$ cat config.mk
export PLATFORM = sky130hd
export DESIGN_NAME = align_shift_pipe_flat
export DESIGN_NICKNAME = d
export VERILOG_FILES = /design/src/rtl/align_shift_pipe_if.sv /design/src/rtl/align_shift_pipe.sv /design/src/flat_wrapper.sv
export SDC_FILE = /design/constraint.sdc
export NUM_CORES = 1
export LEC_CHECK = 0
export ABC_AREA = 1
export ABC_CLOCK_PERIOD_IN_PS = 3700
export CELL_PAD_IN_SITES_DETAIL_PLACEMENT = 0
export CELL_PAD_IN_SITES_GLOBAL_PLACEMENT = 2
export CORE_AREA = 2 2 98 194
export DETAILED_ROUTE_END_ITERATION = 16
export DIE_AREA = 0 0 100 196
export PLACE_DENSITY = 0.89
export SYNTH_ARGS = -nofsm -noshare
export SYNTH_HDL_FRONTEND = slang
export SYNTH_SLANG_ARGS = --single-unit
$ cat constraint.sdc
create_clock -name clk -period 3.7 [get_ports clk]
set_input_delay 0.74 -clock clk [delete_from_list [all_inputs] [get_ports clk]]
set_output_delay 0.74 -clock clk [all_outputs]
set_load 0.02 [all_outputs]
$ cat src/rtl/align_shift_pipe_if.sv
// Handshake and data bundle for align_shift_pipe.
// The master side is the producer/consumer pair; the slave side is the shifter.
interface align_shift_pipe_if #(
    parameter int WIDTH = 24,
    parameter int SHW   = 5
);
    logic             in_valid;
    logic             in_ready;
    logic [WIDTH-1:0] in_data;
    logic [SHW-1:0]   in_amt;
    logic [1:0]       in_mode;
    logic             out_valid;
    logic             out_ready;
    logic [WIDTH-1:0] out_data;
    logic             out_guard;
    logic             out_round;
    logic             out_sticky;

    modport master (
        output in_valid, in_data, in_amt, in_mode, out_ready,
        input  in_ready, out_valid, out_data, out_guard, out_round, out_sticky
    );

    modport slave (
        input  in_valid, in_data, in_amt, in_mode, out_ready,
        output in_ready, out_valid, out_data, out_guard, out_round, out_sticky
    );
endinterface

$ cat src/rtl/align_shift_pipe.sv
// Pipelined barrel shifter for mantissa alignment/normalisation with guard,
// round and sticky outputs; a global stall holds every stage under backpressure.
module align_shift_pipe #(
    parameter int WIDTH     = 24,
    parameter int SHW       = 5,
    parameter int REG_EVERY = 2
) (
    input  logic               clk,
    input  logic               rst,
    align_shift_pipe_if.slave  bus
);
    localparam int DW = WIDTH + 2;

    // Element k is the beat entering level k; element SHW is the final register.
    logic [DW-1:0]  lv_d [SHW+1];
    logic           lv_s [SHW+1];
    logic           lv_v [SHW+1];
    logic [SHW-1:0] lv_a [SHW];
    logic [1:0]     lv_m [SHW];

    logic en;

    assign en           = !lv_v[SHW] || bus.out_ready;
    assign bus.in_ready = en;

    assign lv_d[0] = {bus.in_data, 2'b00};
    assign lv_s[0] = 1'b0;
    assign lv_v[0] = bus.in_valid;
    assign lv_a[0] = bus.in_amt;
    assign lv_m[0] = bus.in_mode;

    for (genvar l = 0; l < SHW; l++) begin : g_lvl
        localparam int SH  = 1 << (SHW - 1 - l);
        // Shifting by DW or more already yields all-fill data, so clamp.
        localparam int SHC = (SH > DW) ? DW : SH;
        localparam logic [DW-1:0] LMASK = {DW{1'b1}} >> (DW - SHC);
        localparam bit REG = (((l + 1) % REG_EVERY) == 0) || (l == SHW - 1);

        logic          fill;
        logic [DW-1:0] d_c;
        logic          s_c;

        assign fill = (lv_m[l] == 2'b01) && lv_d[l][DW-1];

        always_comb begin
            d_c = lv_d[l];
            s_c = lv_s[l];
            if (lv_a[l][SHW-1-l]) begin
                if (lv_m[l] == 2'b10) begin
                    d_c = lv_d[l] << SHC;
                end else begin
                    d_c = DW'({{DW{fill}}, lv_d[l]} >> SHC);
                    s_c = lv_s[l] | (|(lv_d[l] & LMASK));
                end
            end
        end

        if (REG) begin : g_reg
            logic          v_q;
            logic [DW-1:0] d_q;
            logic          s_q;

            always_ff @(posedge clk or posedge rst) begin
                if (rst) begin
                    v_q <= 1'b0;
                    d_q <= '0;
                    s_q <= 1'b0;
                end else if (en) begin
                    v_q <= lv_v[l];
                    d_q <= d_c;
                    s_q <= s_c;
                end
            end

            assign lv_v[l+1] = v_q;
            assign lv_d[l+1] = d_q;
            assign lv_s[l+1] = s_q;

            // The final stage has no further levels, so it drops amount and mode.
            if (l < SHW - 1) begin : g_am
                logic [SHW-1:0] a_q;
                logic [1:0]     m_q;

                always_ff @(posedge clk or posedge rst) begin
                    if (rst) begin
                        a_q <= '0;
                        m_q <= '0;
                    end else if (en) begin
                        a_q <= lv_a[l];
                        m_q <= lv_m[l];
                    end
                end

                assign lv_a[l+1] = a_q;
                assign lv_m[l+1] = m_q;
            end
        end else begin : g_comb
            assign lv_v[l+1] = lv_v[l];
            assign lv_d[l+1] = d_c;
            assign lv_s[l+1] = s_c;
            assign lv_a[l+1] = lv_a[l];
            assign lv_m[l+1] = lv_m[l];
        end
    end

    assign bus.out_valid  = lv_v[SHW];
    assign bus.out_data   = lv_d[SHW][DW-1:2];
    assign bus.out_guard  = lv_d[SHW][1];
    assign bus.out_round  = lv_d[SHW][0];
    assign bus.out_sticky = lv_s[SHW];
endmodule
$ cat src/flat_wrapper.sv
// flat-port wrapper written by rule: the top's interface ports become plain ports
module align_shift_pipe_flat 
#(
    parameter int WIDTH     = 24,
    parameter int SHW       = 5,
    parameter int REG_EVERY = 2
)
  (clk, rst, bus_in_valid, bus_in_data, bus_in_amt, bus_in_mode, bus_out_ready, bus_in_ready, bus_out_valid, bus_out_data, bus_out_guard, bus_out_round, bus_out_sticky);
  align_shift_pipe_if #(.WIDTH(WIDTH), .SHW(SHW)) bus_i ();
  input  logic clk;
  input  logic rst;
  input wire logic [$bits(bus_i.in_valid)-1:0] bus_in_valid;
  input wire logic [$bits(bus_i.in_data)-1:0] bus_in_data;
  input wire logic [$bits(bus_i.in_amt)-1:0] bus_in_amt;
  input wire logic [$bits(bus_i.in_mode)-1:0] bus_in_mode;
  input wire logic [$bits(bus_i.out_ready)-1:0] bus_out_ready;
  output wire logic [$bits(bus_i.in_ready)-1:0] bus_in_ready;
  output wire logic [$bits(bus_i.out_valid)-1:0] bus_out_valid;
  output wire logic [$bits(bus_i.out_data)-1:0] bus_out_data;
  output wire logic [$bits(bus_i.out_guard)-1:0] bus_out_guard;
  output wire logic [$bits(bus_i.out_round)-1:0] bus_out_round;
  output wire logic [$bits(bus_i.out_sticky)-1:0] bus_out_sticky;
  assign bus_i.in_valid = bus_in_valid;
  assign bus_i.in_data = bus_in_data;
  assign bus_i.in_amt = bus_in_amt;
  assign bus_i.in_mode = bus_in_mode;
  assign bus_i.out_ready = bus_out_ready;
  assign bus_in_ready = bus_i.in_ready;
  assign bus_out_valid = bus_i.out_valid;
  assign bus_out_data = bus_i.out_data;
  assign bus_out_guard = bus_i.out_guard;
  assign bus_out_round = bus_i.out_round;
  assign bus_out_sticky = bus_i.out_sticky;
  align_shift_pipe #(.WIDTH(WIDTH), .SHW(SHW), .REG_EVERY(REG_EVERY)) u_core (.clk(clk), .rst(rst), .bus(bus_i));
endmodule
==> metrics.md <==
| Metric | Value |
|---|---|
| Final setup vio count | `0` |
| Dpl hpwl | `13.2 mm` |
| Max-capacitance violation count | `0` |
| CP startpoint kind | `input pin` |
| WS Path Type | `in -> out` |
| Layout cells sized above 1 | `6.81%` |
| RSZ-0062 raised after global routing | `false` |
| CTS tree | `done` |
| Setup WS post-layout | `920 ps` |
| # hold bufs at CTS | `0` |
| Top-count cell post-synth | `nand2_1` |
| Fmax | `between 0.3 and 0.4 GHz` |
| Post-CTS Setup Repair Bufs | `0` |
| Mean post-synth cell area | `6.99 um^2` |
| Place WS | `895 ps` |
| Setup TNS | `0 ps` |
| Post-synth top flop | `dfrtp_1` |
| Rows | `70` |
| Hold Slack | `470 ps` |
| FF+latch count, synth | `92` |
| Class of the worst hold path | `reg -> reg` |
| Slew Limit Fails | `0` |
| CTS Sinks | `92` |
| Initial antenna violation count | `0` |
| Chip height | `196 um` |
| Synth Warn # | `0` |
| First-pass DRT Iterations | `5` |
| Initial Util | `31.2%` |
| Post-synthesis sequential area ratio | `between 40% and 50%` |
| Die area | `0.0196 mm^2` |
| Synth top area share | `40.5%` |
| Ports | `64` |
| Worst-path maximum fanout | `2` |
| Filler cells | `2055` |
| Number of synthesized flops with an enable pin | `0` |
| DRC viols | `0` |
| CP Data Arrival Time | `2040 ps` |
| Top cells by count, synth | `243 x nand2_1, 113 x nor2_1, 92 x dfrtp_1` |
| Drt initial violations | `241` |
| Skew final | `7.11 ps` |
| Asr flop ratio synth | `100%` |
| Root Driver | `clkbuf_16` |
| H-tree levels | `3` |
| Leakage power | `0.00312 uW` |
| Slew HR | `~33%` |
| Crit. End Element | `output pin` |
| Worst-Margin Slew | `about 1000 ps` |
| Vias in the first global route | `5512` |
| Top area cells in the synthesized netlist | `dfrtp_1 40%, nand2_1 16%, nor2_1 7.5%` |
| P per Cell Area | `734 mW/mm^2` |
| Distinct cells, synth | `33` |
| Diodes inserted | `0` |
| Die X | `~100 um` |
| Post-Synthesis Net Count | `849` |
| Core area | `0.0182 mm^2` |
| Avg WL per Cell | `roughly 16 um` |
| Area delta synth->final | `18.7%` |
| Total CTS buffers | `9` |
| Peak VDD IR | `between 0.2 and 0.3 mV` |
| Min cycle time layout | `2780 ps` |
| Period Utilization, post-route | `75.1%` |
| Vias | `about 5400` |
| Critical path required time | `2960 ps` |
| GRT overflow | `0` |
| Worst-Skew Late Latency | `350 ps` |
| Hold Fails Final Rpt | `0` |
| Synth area leader | `dfrtp_1` |
| I/O Buffers | `63` |
| Syn Inst Count | `814` |
| Vias per cell | `between 5 and 6` |
| Global-route wire length before repair | `28.4 mm` |
| Largest net degree at the start of global routing | `130` |
| Status | `finished, final reports clean` |
| Post_cts resized | `0` |
| Cell area after synthesis | `0.00569 mm^2` |
| Nets@finish | `~880` |
| ANT nets after route | `0` |
| RePlAce Congestion | `0.924` |
| Final WL | `17.0 mm` |
| Clk slew on worst S/H paths | `60 ps` |
| Tot GR Track Use | `between 10% and 20%` |
| Max clock buf depth | `2` |
-- worst paths after layout --
path	startpoint	end	slack (ps)	cells past startpoint
hold / removal	u_core.g_lvl[3].g_reg.v_q	u_core.bus.out_valid	470	1
min in group asynchronous	rst	u_core.bus.out_sticky	760	2
setup / recovery	bus_out_ready	bus_in_ready	920	4
max in group asynchronous	rst	u_core.g_lvl[1].g_reg.d_q[19]	2110	3
setup reg to reg	u_core.g_lvl[1].g_reg.g_am.a_q[1]	u_core.g_lvl[3].g_reg.s_q	1620	4
hold reg to reg	u_core.g_lvl[3].g_reg.v_q	u_core.bus.out_valid	470	1
-- cell families after synthesis --
kind of cell,share of synthesized area (%)
simple gates,27.6
flops,40.5
buf+inv,9.44
compound gates,22.4
-- power by group --
| group | total [uW] | internal (uW) | switching, uW | leakage (uW) |
|---|---|---|---|---|
| clock network | 955 | 547 | 408 | 0.000145 |
| logic | 2280 | 865 | 1420 | 0.00187 |
| registers | 1720 | 1420 | 297 | 0.00111 |
| total | 4950 | 2830 | 2120 | 0.00312 |
-- per-layer routing --
layer  part of all wire (%)  vias up  wire [um]  GRT usage, %
li1                       -     2744          -             -
met1                     36     2496       6200          18.3
met2                     57      106       9760          36.2
met3                    1.9       42        319          1.53
met4                    4.5        0        767          10.1
met5                      0        -          0             0
-- through the flow --
step	total power, uW	utilization, %	instances	instance area (um^2)
4_1_cts	5010	37.1	1068	6750
3_5_place_dp	4050	35.4	1052	6440
6_report	4950	37.1	1068	6750
3_3_place_gp	4020	35.4	1052	6440
5_1_grt	5380	37.1	1068	6750
2_1_floorplan	3250	-	814	5690
-- layout by cell type (no fill, tap or decap), drive strengths merged --
master / n
inv: 76
buf: 11
o211ai: 4
clkbuf: 10
bufinv: 1
nor4: 2
nor2: 118
o311ai: 2
nor3: 2
a21oi: 35
nand3: 25
dfrtp: 92
o31ai: 1
nand4: 1
o21ai: 77
clkdlybuf4s50: 63
a22oi: 16
o221ai: 18
nand2: 246
a32oi: 1
o22ai: 12
clkinvlp: 2
a31oi: 32
clkinv: 4
or2: 1
-- registers in the layout (all words and copies together) (netlist names) --
register	count
u_core.bus.out_valid	1
u_core.g_lvl.g_reg.d_q	78
u_core.bus.out_sticky	1
u_core.g_lvl.g_reg.g_am.a_q	4
u_core.g_lvl.g_reg.g_am.m_q	4
u_core.g_lvl.g_reg.v_q	2
u_core.g_lvl.g_reg.s_q	2
-- worst max-delay path, cell delays in order --
cell             delay (ps)
clkdlybuf4s50_1         440
nor2_4                  130
clkinv_2                150
clkdlybuf4s50_1         580
-- final cells by class --
type / count / area (um^2) / area share, %
flip-flops and latches: 92 / 2300 / 34.1
clock buffers: 10 / 239 / 3.54
repair buffers: 74 / 726 / 10.8
clock inverters: 6 / 71.3 / 1.06
inverters: 77 / 294 / 4.36
multi-input cells: 593 / 2850 / 42.2
well taps: 216 / 270 / 4.00
(Power assumes the default switching activity.)
